[src/rtl/scemi_pipe_arb_pkg.sv]
// Shared types, widths and the round-robin pick function for the SceMi pipe arbiter.
package scemi_pipe_arb_pkg;

    typedef enum logic {
        ST_IDLE  = 1'b0,
        ST_GRANT = 1'b1
    } arb_state_t;

    localparam int STAT_WIDTH  = 16;
    localparam int CNT_WIDTH   = 8;
    localparam int MAX_CLIENTS = 16;

    // Scans from last+1 upward (mod n); scanning the ring backwards lets the
    // nearest requester overwrite any farther one.
    function automatic logic [4:0] rr_next(
        input logic [MAX_CLIENTS-1:0] mask,
        input logic [3:0]             last,
        input int                     n
    );
        logic [4:0] pick;
        logic [3:0] idx4;
        int         idx;
        pick = '0;
        for (int k = MAX_CLIENTS; k >= 1; k--) begin
            if (k <= n) begin
                idx  = (int'(last) + k) % n;
                idx4 = idx[3:0];
                if (mask[idx4]) begin
                    pick = {1'b1, idx4};
                end
            end
        end
        return pick;
    endfunction

endpackage

[src/rtl/scemi_rr_pick.sv]
// Combinational masked round-robin priority encoder: first set mask bit after 'last'.
module scemi_rr_pick
    import scemi_pipe_arb_pkg::*;
#(
    parameter int NUM_CLIENTS = 4,
    parameter int ID_WIDTH    = 2
) (
    input  logic [NUM_CLIENTS-1:0] mask,
    input  logic [ID_WIDTH-1:0]    last,
    output logic                   found,
    output logic [ID_WIDTH-1:0]    index
);

    logic [MAX_CLIENTS-1:0] mask_ext;
    logic [3:0]             last4;
    logic [4:0]             pick;

    always_comb begin
        mask_ext = MAX_CLIENTS'(mask);
        last4    = 4'(last);
        pick     = rr_next(mask_ext, last4, NUM_CLIENTS);
        found    = pick[4];
        index    = ID_WIDTH'(pick[3:0]);
    end

endmodule

[src/rtl/scemi_pipe_arbiter.sv]
// Shares one SceMi input/output pipe pair among NUM_CLIENTS requesters with id tagging.
// Optional statistics counters are enabled by defining SCEMI_PIPE_ARB_STATS_EN.
module scemi_pipe_arbiter
    import scemi_pipe_arb_pkg::*;
#(
    parameter int NUM_CLIENTS     = 4,
    parameter int ID_WIDTH        = 2,
    parameter int DATA_WIDTH      = 32,
    parameter int MAX_BURST       = 4,
    parameter int MAX_OUTSTANDING = 8
) (
    input  logic                              CLK,
    input  logic                              RST,
    input  logic [NUM_CLIENTS-1:0]            REQ_VALID,
    output logic [NUM_CLIENTS-1:0]            REQ_READY,
    input  logic [NUM_CLIENTS*DATA_WIDTH-1:0] REQ_DATA,
    output logic                              PIPE_IN_VALID,
    input  logic                              PIPE_IN_READY,
    output logic [ID_WIDTH+DATA_WIDTH-1:0]    PIPE_IN_DATA,
    input  logic                              PIPE_OUT_VALID,
    output logic                              PIPE_OUT_READY,
    input  logic [ID_WIDTH+DATA_WIDTH-1:0]    PIPE_OUT_DATA,
    output logic [NUM_CLIENTS-1:0]            RSP_VALID,
    input  logic [NUM_CLIENTS-1:0]            RSP_READY,
    output logic [DATA_WIDTH-1:0]             RSP_DATA,
    output logic                              ERR_BAD_ID,
`ifdef SCEMI_PIPE_ARB_STATS_EN
    output logic [NUM_CLIENTS*STAT_WIDTH-1:0] STAT_GRANTS,
    output logic [STAT_WIDTH-1:0]             STAT_STALLS,
`endif
    output logic                              DBG_STATE,
    output logic [NUM_CLIENTS*CNT_WIDTH-1:0]  DBG_OUTSTANDING
);

    // Every channel uses valid/ready: a transfer happens on a rising CLK edge
    // where both are high; valid never waits on ready, and the payload is held
    // stable while valid is high and ready is low.

    localparam logic [CNT_WIDTH-1:0] OUT_CAP    = CNT_WIDTH'(MAX_OUTSTANDING);
    localparam logic [7:0]           BURST_LAST = 8'(MAX_BURST - 1);

    arb_state_t                 state, state_next;
    logic [ID_WIDTH-1:0]        last, last_next;
    logic [7:0]                 burst, burst_next;
    logic [CNT_WIDTH-1:0]       outstanding [NUM_CLIENTS];

    logic [NUM_CLIENTS-1:0]     elig;
    logic [NUM_CLIENTS-1:0]     sel;
    logic [NUM_CLIENTS-1:0]     accept_vec;
    logic [NUM_CLIENTS-1:0]     rsp_hs;
    logic [NUM_CLIENTS-1:0]     cnt_zero;
    logic                       reg_free;
    logic                       g_elig;
    logic                       pick_found;
    logic [ID_WIDTH-1:0]        pick_idx;
    logic [DATA_WIDTH-1:0]      sel_data;

    logic                       in_valid;
    logic [ID_WIDTH+DATA_WIDTH-1:0] in_data;

    logic [ID_WIDTH-1:0]        rsp_id;
    logic                       bad_id;
    logic                       underflow;
    logic                       err;

    // Eligibility, grant decode and payload select
    always_comb begin
        elig     = '0;
        sel      = '0;
        cnt_zero = '0;
        sel_data = '0;
        for (int i = 0; i < NUM_CLIENTS; i++) begin
            elig[i]     = REQ_VALID[i] && (outstanding[i] < OUT_CAP);
            sel[i]      = (last == ID_WIDTH'(i));
            cnt_zero[i] = (outstanding[i] == '0);
            if (sel[i]) begin
                sel_data = REQ_DATA[i*DATA_WIDTH +: DATA_WIDTH];
            end
        end
        reg_free = !in_valid || PIPE_IN_READY;
        g_elig   = |(elig & sel);
    end

    scemi_rr_pick #(
        .NUM_CLIENTS (NUM_CLIENTS),
        .ID_WIDTH    (ID_WIDTH)
    ) u_pick (
        .mask  (elig),
        .last  (last),
        .found (pick_found),
        .index (pick_idx)
    );

    always_comb begin
        state_next = state;
        last_next  = last;
        burst_next = burst;
        REQ_READY  = '0;
        accept_vec = '0;
        case (state)
            ST_IDLE: begin
                if (pick_found) begin
                    state_next = ST_GRANT;
                    last_next  = pick_idx;
                    burst_next = '0;
                end
            end
            ST_GRANT: begin
                if (!g_elig) begin
                    state_next = ST_IDLE;
                end else if (reg_free) begin
                    REQ_READY  = sel;
                    accept_vec = sel;
                    burst_next = burst + 8'd1;
                    if (burst == BURST_LAST) begin
                        state_next = ST_IDLE;
                    end
                end
            end
            default: state_next = ST_IDLE;
        endcase
    end

    // 'last' resets to the top client so client 0 wins the first arbitration
    always_ff @(posedge CLK) begin
        if (RST) begin
            state <= ST_IDLE;
            last  <= ID_WIDTH'(NUM_CLIENTS - 1);
            burst <= '0;
        end else begin
            state <= state_next;
            last  <= last_next;
            burst <= burst_next;
        end
    end

    always_ff @(posedge CLK) begin
        if (RST) begin
            in_valid <= 1'b0;
            in_data  <= '0;
        end else if (|accept_vec) begin
            in_valid <= 1'b1;
            in_data  <= {last, sel_data};
        end else if (PIPE_IN_READY) begin
            in_valid <= 1'b0;
        end
    end

    assign PIPE_IN_VALID = in_valid;
    assign PIPE_IN_DATA  = in_data;

    // Response steering is purely combinational; bad ids are swallowed
    always_comb begin
        rsp_id         = PIPE_OUT_DATA[ID_WIDTH+DATA_WIDTH-1 -: ID_WIDTH];
        RSP_DATA       = PIPE_OUT_DATA[DATA_WIDTH-1:0];
        bad_id         = (32'(rsp_id) >= 32'(NUM_CLIENTS));
        RSP_VALID      = '0;
        rsp_hs         = '0;
        PIPE_OUT_READY = bad_id;
        for (int i = 0; i < NUM_CLIENTS; i++) begin
            if (!bad_id && rsp_id == ID_WIDTH'(i)) begin
                RSP_VALID[i]   = PIPE_OUT_VALID;
                PIPE_OUT_READY = RSP_READY[i];
                rsp_hs[i]      = PIPE_OUT_VALID && RSP_READY[i];
            end
        end
        underflow = |(rsp_hs & cnt_zero);
    end

    // Simultaneous issue and response for one client cancel out
    always_ff @(posedge CLK) begin
        if (RST) begin
            for (int i = 0; i < NUM_CLIENTS; i++) begin
                outstanding[i] <= '0;
            end
        end else begin
            for (int i = 0; i < NUM_CLIENTS; i++) begin
                if (accept_vec[i] && !rsp_hs[i]) begin
                    outstanding[i] <= outstanding[i] + 1'b1;
                end else if (rsp_hs[i] && !accept_vec[i] && !cnt_zero[i]) begin
                    outstanding[i] <= outstanding[i] - 1'b1;
                end
            end
        end
    end

    always_ff @(posedge CLK) begin
        if (RST) begin
            err <= 1'b0;
        end else if ((PIPE_OUT_VALID && bad_id) || underflow) begin
            err <= 1'b1;
        end
    end

    assign ERR_BAD_ID = err;
    assign DBG_STATE  = state;

    always_comb begin
        DBG_OUTSTANDING = '0;
        for (int i = 0; i < NUM_CLIENTS; i++) begin
            DBG_OUTSTANDING[i*CNT_WIDTH +: CNT_WIDTH] = outstanding[i];
        end
    end

`ifdef SCEMI_PIPE_ARB_STATS_EN
    logic [STAT_WIDTH-1:0] grants [NUM_CLIENTS];
    logic [STAT_WIDTH-1:0] stalls;

    always_ff @(posedge CLK) begin
        if (RST) begin
            for (int i = 0; i < NUM_CLIENTS; i++) begin
                grants[i] <= '0;
            end
            stalls <= '0;
        end else begin
            for (int i = 0; i < NUM_CLIENTS; i++) begin
                if (accept_vec[i] && grants[i] != '1) begin
                    grants[i] <= grants[i] + 1'b1;
                end
            end
            if (in_valid && !PIPE_IN_READY && stalls != '1) begin
                stalls <= stalls + 1'b1;
            end
        end
    end

    always_comb begin
        STAT_GRANTS = '0;
        for (int i = 0; i < NUM_CLIENTS; i++) begin
            STAT_GRANTS[i*STAT_WIDTH +: STAT_WIDTH] = grants[i];
        end
    end

    assign STAT_STALLS = stalls;
`endif

endmodule
[config.mk]
export PLATFORM = sky130hd
export DESIGN_NAME = scemi_pipe_arbiter
export DESIGN_NICKNAME = d
export VERILOG_FILES = /design/src/rtl/scemi_pipe_arb_pkg.sv /design/src/rtl/scemi_rr_pick.sv /design/src/rtl/scemi_pipe_arbiter.sv
export SDC_FILE = /design/constraint.sdc
export NUM_CORES = 1
export LEC_CHECK = 0
export ABC_CLOCK_PERIOD_IN_PS = 5600
export CORE_AREA = 2 2 111 113
export CTS_BUF_LIST = sky130_fd_sc_hd__clkbuf_4 sky130_fd_sc_hd__clkbuf_8
export CTS_CLUSTER_SIZE = 25
export DETAILED_ROUTE_END_ITERATION = 6
export DIE_AREA = 0 0 113 115
export DONT_BUFFER_PORTS = 1
export PLACE_DENSITY = 0.68
export SLEW_MARGIN = 20
export SYNTH_ARGS = -nofsm -noshare
export SYNTH_HDL_FRONTEND = slang
export SYNTH_HIERARCHICAL = 1
export SYNTH_SLANG_ARGS = --single-unit
[constraint.sdc]
create_clock -name CLK -period 5.6 [get_ports CLK]
set_clock_uncertainty 0.05 [all_clocks]
set_input_delay 0.56 -clock CLK [delete_from_list [all_inputs] [get_ports CLK]]
set_output_delay 0.56 -clock CLK [all_outputs]
set_load 0.02 [all_outputs]
==> impl_metrics.py <==
metrics = {
    "clocking": {
        "cts_buffers": 9,
        "clk_latency_ps": 370,
        "holdBufCountCts": 0,
        "cts_setup_buffers": 0,
        "clkSlewWorstSetupHoldPaths_ps": 80,
        "cts.repair.resized": 0,
        "cts_sinks": 79,
        "clk_path_buf_depth": 2,
        "cts_max_level": 3,
        "cts_tree": "built",
        "cts_root_buf": "clkbuf_8",
    },
    "synth": {
        "synth_cell_type_count": 67,
        "synth-edff-count": 32,
        "ys_warn_count": 6,
        "synth_nets": 807,
        "synth_cells": 609,
        "syn_area_um2": 5660,
        "synth_seq_cells": 79,
        "ys_seq_area_share_pct": 33.6,
        "synth_ff_type": "dfxtp_1",
        "async_flop_share_pct": 0,
        "synth_area_per_cell_um2": 9.29,
    },
    "detailed_routing": {
        "antenna_left": 0,
        "drtIter0Drc": 407,
        "drc": 19,
        "dr.pass1.iters": 7,
        "vias": 4749,
        "wl_mm": 15.8,
        "viasPerCell": 6.65,
        "wl_per_cell_um": 22.1,
    },
    "sta": {
        "setup-tns-final_ps": 0,
        "slew_headroom_pct": 34.2,
        "finalMaxSlewViolations": 0,
        "period_needed_ps": 3810,
        "max_slew.worst_pin.slew_ps": 987,
        "max_freq_ghz": 0.262,
        "hold_viol": 0,
        "timing.final.crit_share_pct": 68.0,
        "rsz0062_at_grt": "no",
        "setup-violations-final": 0,
    },
    "worst_setup_path": {
        "cp-end-kind": "flip-flop",
        "cp_top_family": "simple AND/OR/NAND/NOR gates",
        "crit_path_max_fanout": 10,
        "crit_start": "outstanding[1][6]$_SDFFCE_PN0P_",
        "start_kind": "flip-flop",
        "critical_path_class": "flip-flop to flip-flop",
        "cp.required_ps": 5630,
        "slowest_stage": "nor3_1",
        "r2r_end": "outstanding[1][6]$_SDFFCE_PN0P_",
        "rr_worst_depth": 11,
        "r2r_start": "outstanding[1][6]$_SDFFCE_PN0P_",
        "path_common_cell": "nor3_1",
        "r2r_slack_ps": 1790,
        "cp_cell_sequence": "nor3_1 > nand3_1 > nor3_1 > nand3b_1 > inv_1 > ha_1 > nor2b_1 > o21a_1 > o21ai_0 > mux2i_1 > a31oi_1",
        "worstPathArrival_ps": 3840,
        "path_buf_inv": 1,
        "worstSetupPathDepth": 11,
        "cpPeakStageDelay_ps": 680,
    },
    "floorplanning": {
        "ioPinCount": 284,
        "rows": 40,
        "start_util_pct": 47.9,
        "dieWidth_um": 113,
        "dieArea_um2": 13000,
        "core_um2": 11800,
        "die_y_um": 115,
    },
    "layout": {
        "syn2layout_area_growth_pct": 0.553,
        "utilization_pct": 48.2,
        "final_cell_mix": "nor2_1, dfxtp_1, a21oi_1",
        "drive_gt1_share_pct": 11.1,
        "final_area_um2": 5690,
        "final_common_cell": "nor2_1",
        "nNetsFinal": 759,
        "final_cell_count_no_fill": 714,
    },
    "placed_design": {
        "place_area_um2": 5500,
        "portBuffers": 0,
        "gp_congestion": 0.993,
        "place_inst": 697,
        "hpwl_mm": 11.4,
    },
    "power_and_ir_drop": {
        "swShare_pct": 27.8,
        "p_seq_share_pct": 53.5,
        "ir_worst_vdd_uv": 105,
        "powerDensity_nw_per_um2": 219,
        "p_leak_nw": 2.06,
        "clkPwrFrac_pct": 32.9,
        "power_frac_comb_pct": 13.6,
        "intPower_mw": 0.901,
        "power_switching_mw": 0.346,
        "finalPower_mw": 1.25,
    },
    "run": {
        "drv_cap": 0,
    },
    "global_routing": {
        "grt_max_degree": 55,
        "overflow": 0,
        "grt_pass1_wl_mm": 23.9,
        "track_usage_pct": 23.3,
        "grt_antenna_before_repair": 1,
        "grt_pass1_vias": 4576,
    },
    "worst_hold_path": {
        "whs_endpoint": "ERR_BAD_ID$_SDFFE_PP0P_",
        "min_from": "RST",
        "hp-class": "primary input to flip-flop",
        "whs_path_depth": 1,
    },
    "outcome": {
        "status": "finished with violations",
        "violations": "DRC",
    },
}
[synthesized netlist by cell type (all sizes together), types with 3 or more instances]
| cell type | n | area [um2] |
|---|---|---|
| o32a | 10 | 100 |
| nor2b | 13 | 81.3 |
| dfxtp | 47 | 941 |
| nor2 | 53 | 199 |
| o41ai | 4 | 35.0 |
| nor3b | 4 | 30.0 |
| nor3 | 31 | 183 |
| ha | 21 | 263 |
| nand2b | 6 | 45.0 |
| and2b | 3 | 22.5 |
| or3 | 12 | 75.1 |
| nor4 | 4 | 25.0 |
| and2 | 5 | 31.3 |
| o21a | 3 | 22.5 |
| nor4b | 4 | 41.3 |
| buf | 44 | 307 |
| mux4 | 24 | 541 |
| xor2 | 9 | 78.8 |
| o211ai | 5 | 51.3 |
| o21ai | 34 | 170 |
| and3 | 4 | 25.0 |
| nand2 | 35 | 131 |
| nand4 | 4 | 25.0 |
| nand3 | 36 | 180 |
| a22o | 9 | 78.8 |
| a21oi | 41 | 205 |
| inv | 22 | 82.6 |
| and4 | 10 | 95.1 |
| o22ai | 3 | 18.8 |
| a31oi | 8 | 50.1 |
| xnor2 | 4 | 35.0 |
| clkbuf | 19 | 73.8 |
| nand4b | 3 | 26.3 |
| a21o | 4 | 30.0 |
| edfxtp | 32 | 961 |
| fa | 3 | 60.1 |
| mux2i | 14 | 140 |
[registers in the layout (all words and copies together) (netlist names)]
| name | cells |
|---|---|
| DBG_STATE | 1 |
| burst | 8 |
| last | 2 |
| PIPE_IN_DATA | 34 |
| ERR_BAD_ID | 1 |
| outstanding | 32 |
| PIPE_IN_VALID | 1 |
[worst register-to-register path, cell delays in order (launching register included)]
cell and delay (ps):
edfxtp_1 520, nor3_1 340, nand3_1 190, nor3_1 680
nand3b_1 240, inv_1 190, ha_1 370, nor2b_1 170
o21a_1 190, o21ai_0 280, mux2i_1 220, a31oi_1 100
[cells by family after synthesis]
group / count (synthesis) / share of synthesized area [%]
flip-flops: 79 / 33.6
adder cells (fa/ha/maj): 24 / 5.70
XOR/XNOR: 13 / 2.01
AND/OR/NAND/NOR: 233 / 22.3
buffers and inverters: 85 / 8.18
multiplexers: 38 / 12.0
AO/OA/AOI/OAI: 137 / 16.2
[final cells by class]
cell class,count,area (um2)
Sequential cell,79,1900
Antenna cell,1,2.50
Multi-Input combinational cell,445,3310
Fill cell,1086,6120
Tap cell,147,184
Clock inverter,1,5.00
Timing Repair Buffer,4,30.0
Inverter,22,82.6
Clock buffer,15,175
[per-layer routing]
layer	GRT usage [%]	part of all wire [%]
met4	7.72	1.1
met3	6.54	9.0
met1	28.3	40
met2	40.0	50
met5	0	0
[power by group through the flow]
stage	Combinational, mW	Clock [mW]	Sequential [mW]
after floorplan	0.190	0	0.662
after global placement	0.162	0	0.679
after detailed placement	0.167	0	0.680
after CTS	0.169	0.424	0.667
after global routing	0.186	0.444	0.670
final	0.170	0.410	0.667
[stage by stage]
step / setup slack (ps) / hold slack, ps
floorplan: 1960 / 393
global placement: 1880 / 416
detailed placement: 1830 / 435
CTS: 1870 / 198
global route: 1600 / 200
finish: 1790 / 221
[worst max-delay path by stage]
| stage | to | slack (ps) |
|---|---|---|
| after global placement | outstanding[0][7]$_SDFFCE_PN0P_ | 1880 |
| final | outstanding[1][6]$_SDFFCE_PN0P_ | 1790 |
| after global routing | outstanding[1][6]$_SDFFCE_PN0P_ | 1600 |
| after floorplan | outstanding[0][7]$_SDFFCE_PN0P_ | 1960 |
| after detailed placement | outstanding[0][7]$_SDFFCE_PN0P_ | 1830 |
| after CTS | outstanding[1][6]$_SDFFCE_PN0P_ | 1870 |
Note: power is estimated with default switching activity, not from simulation.
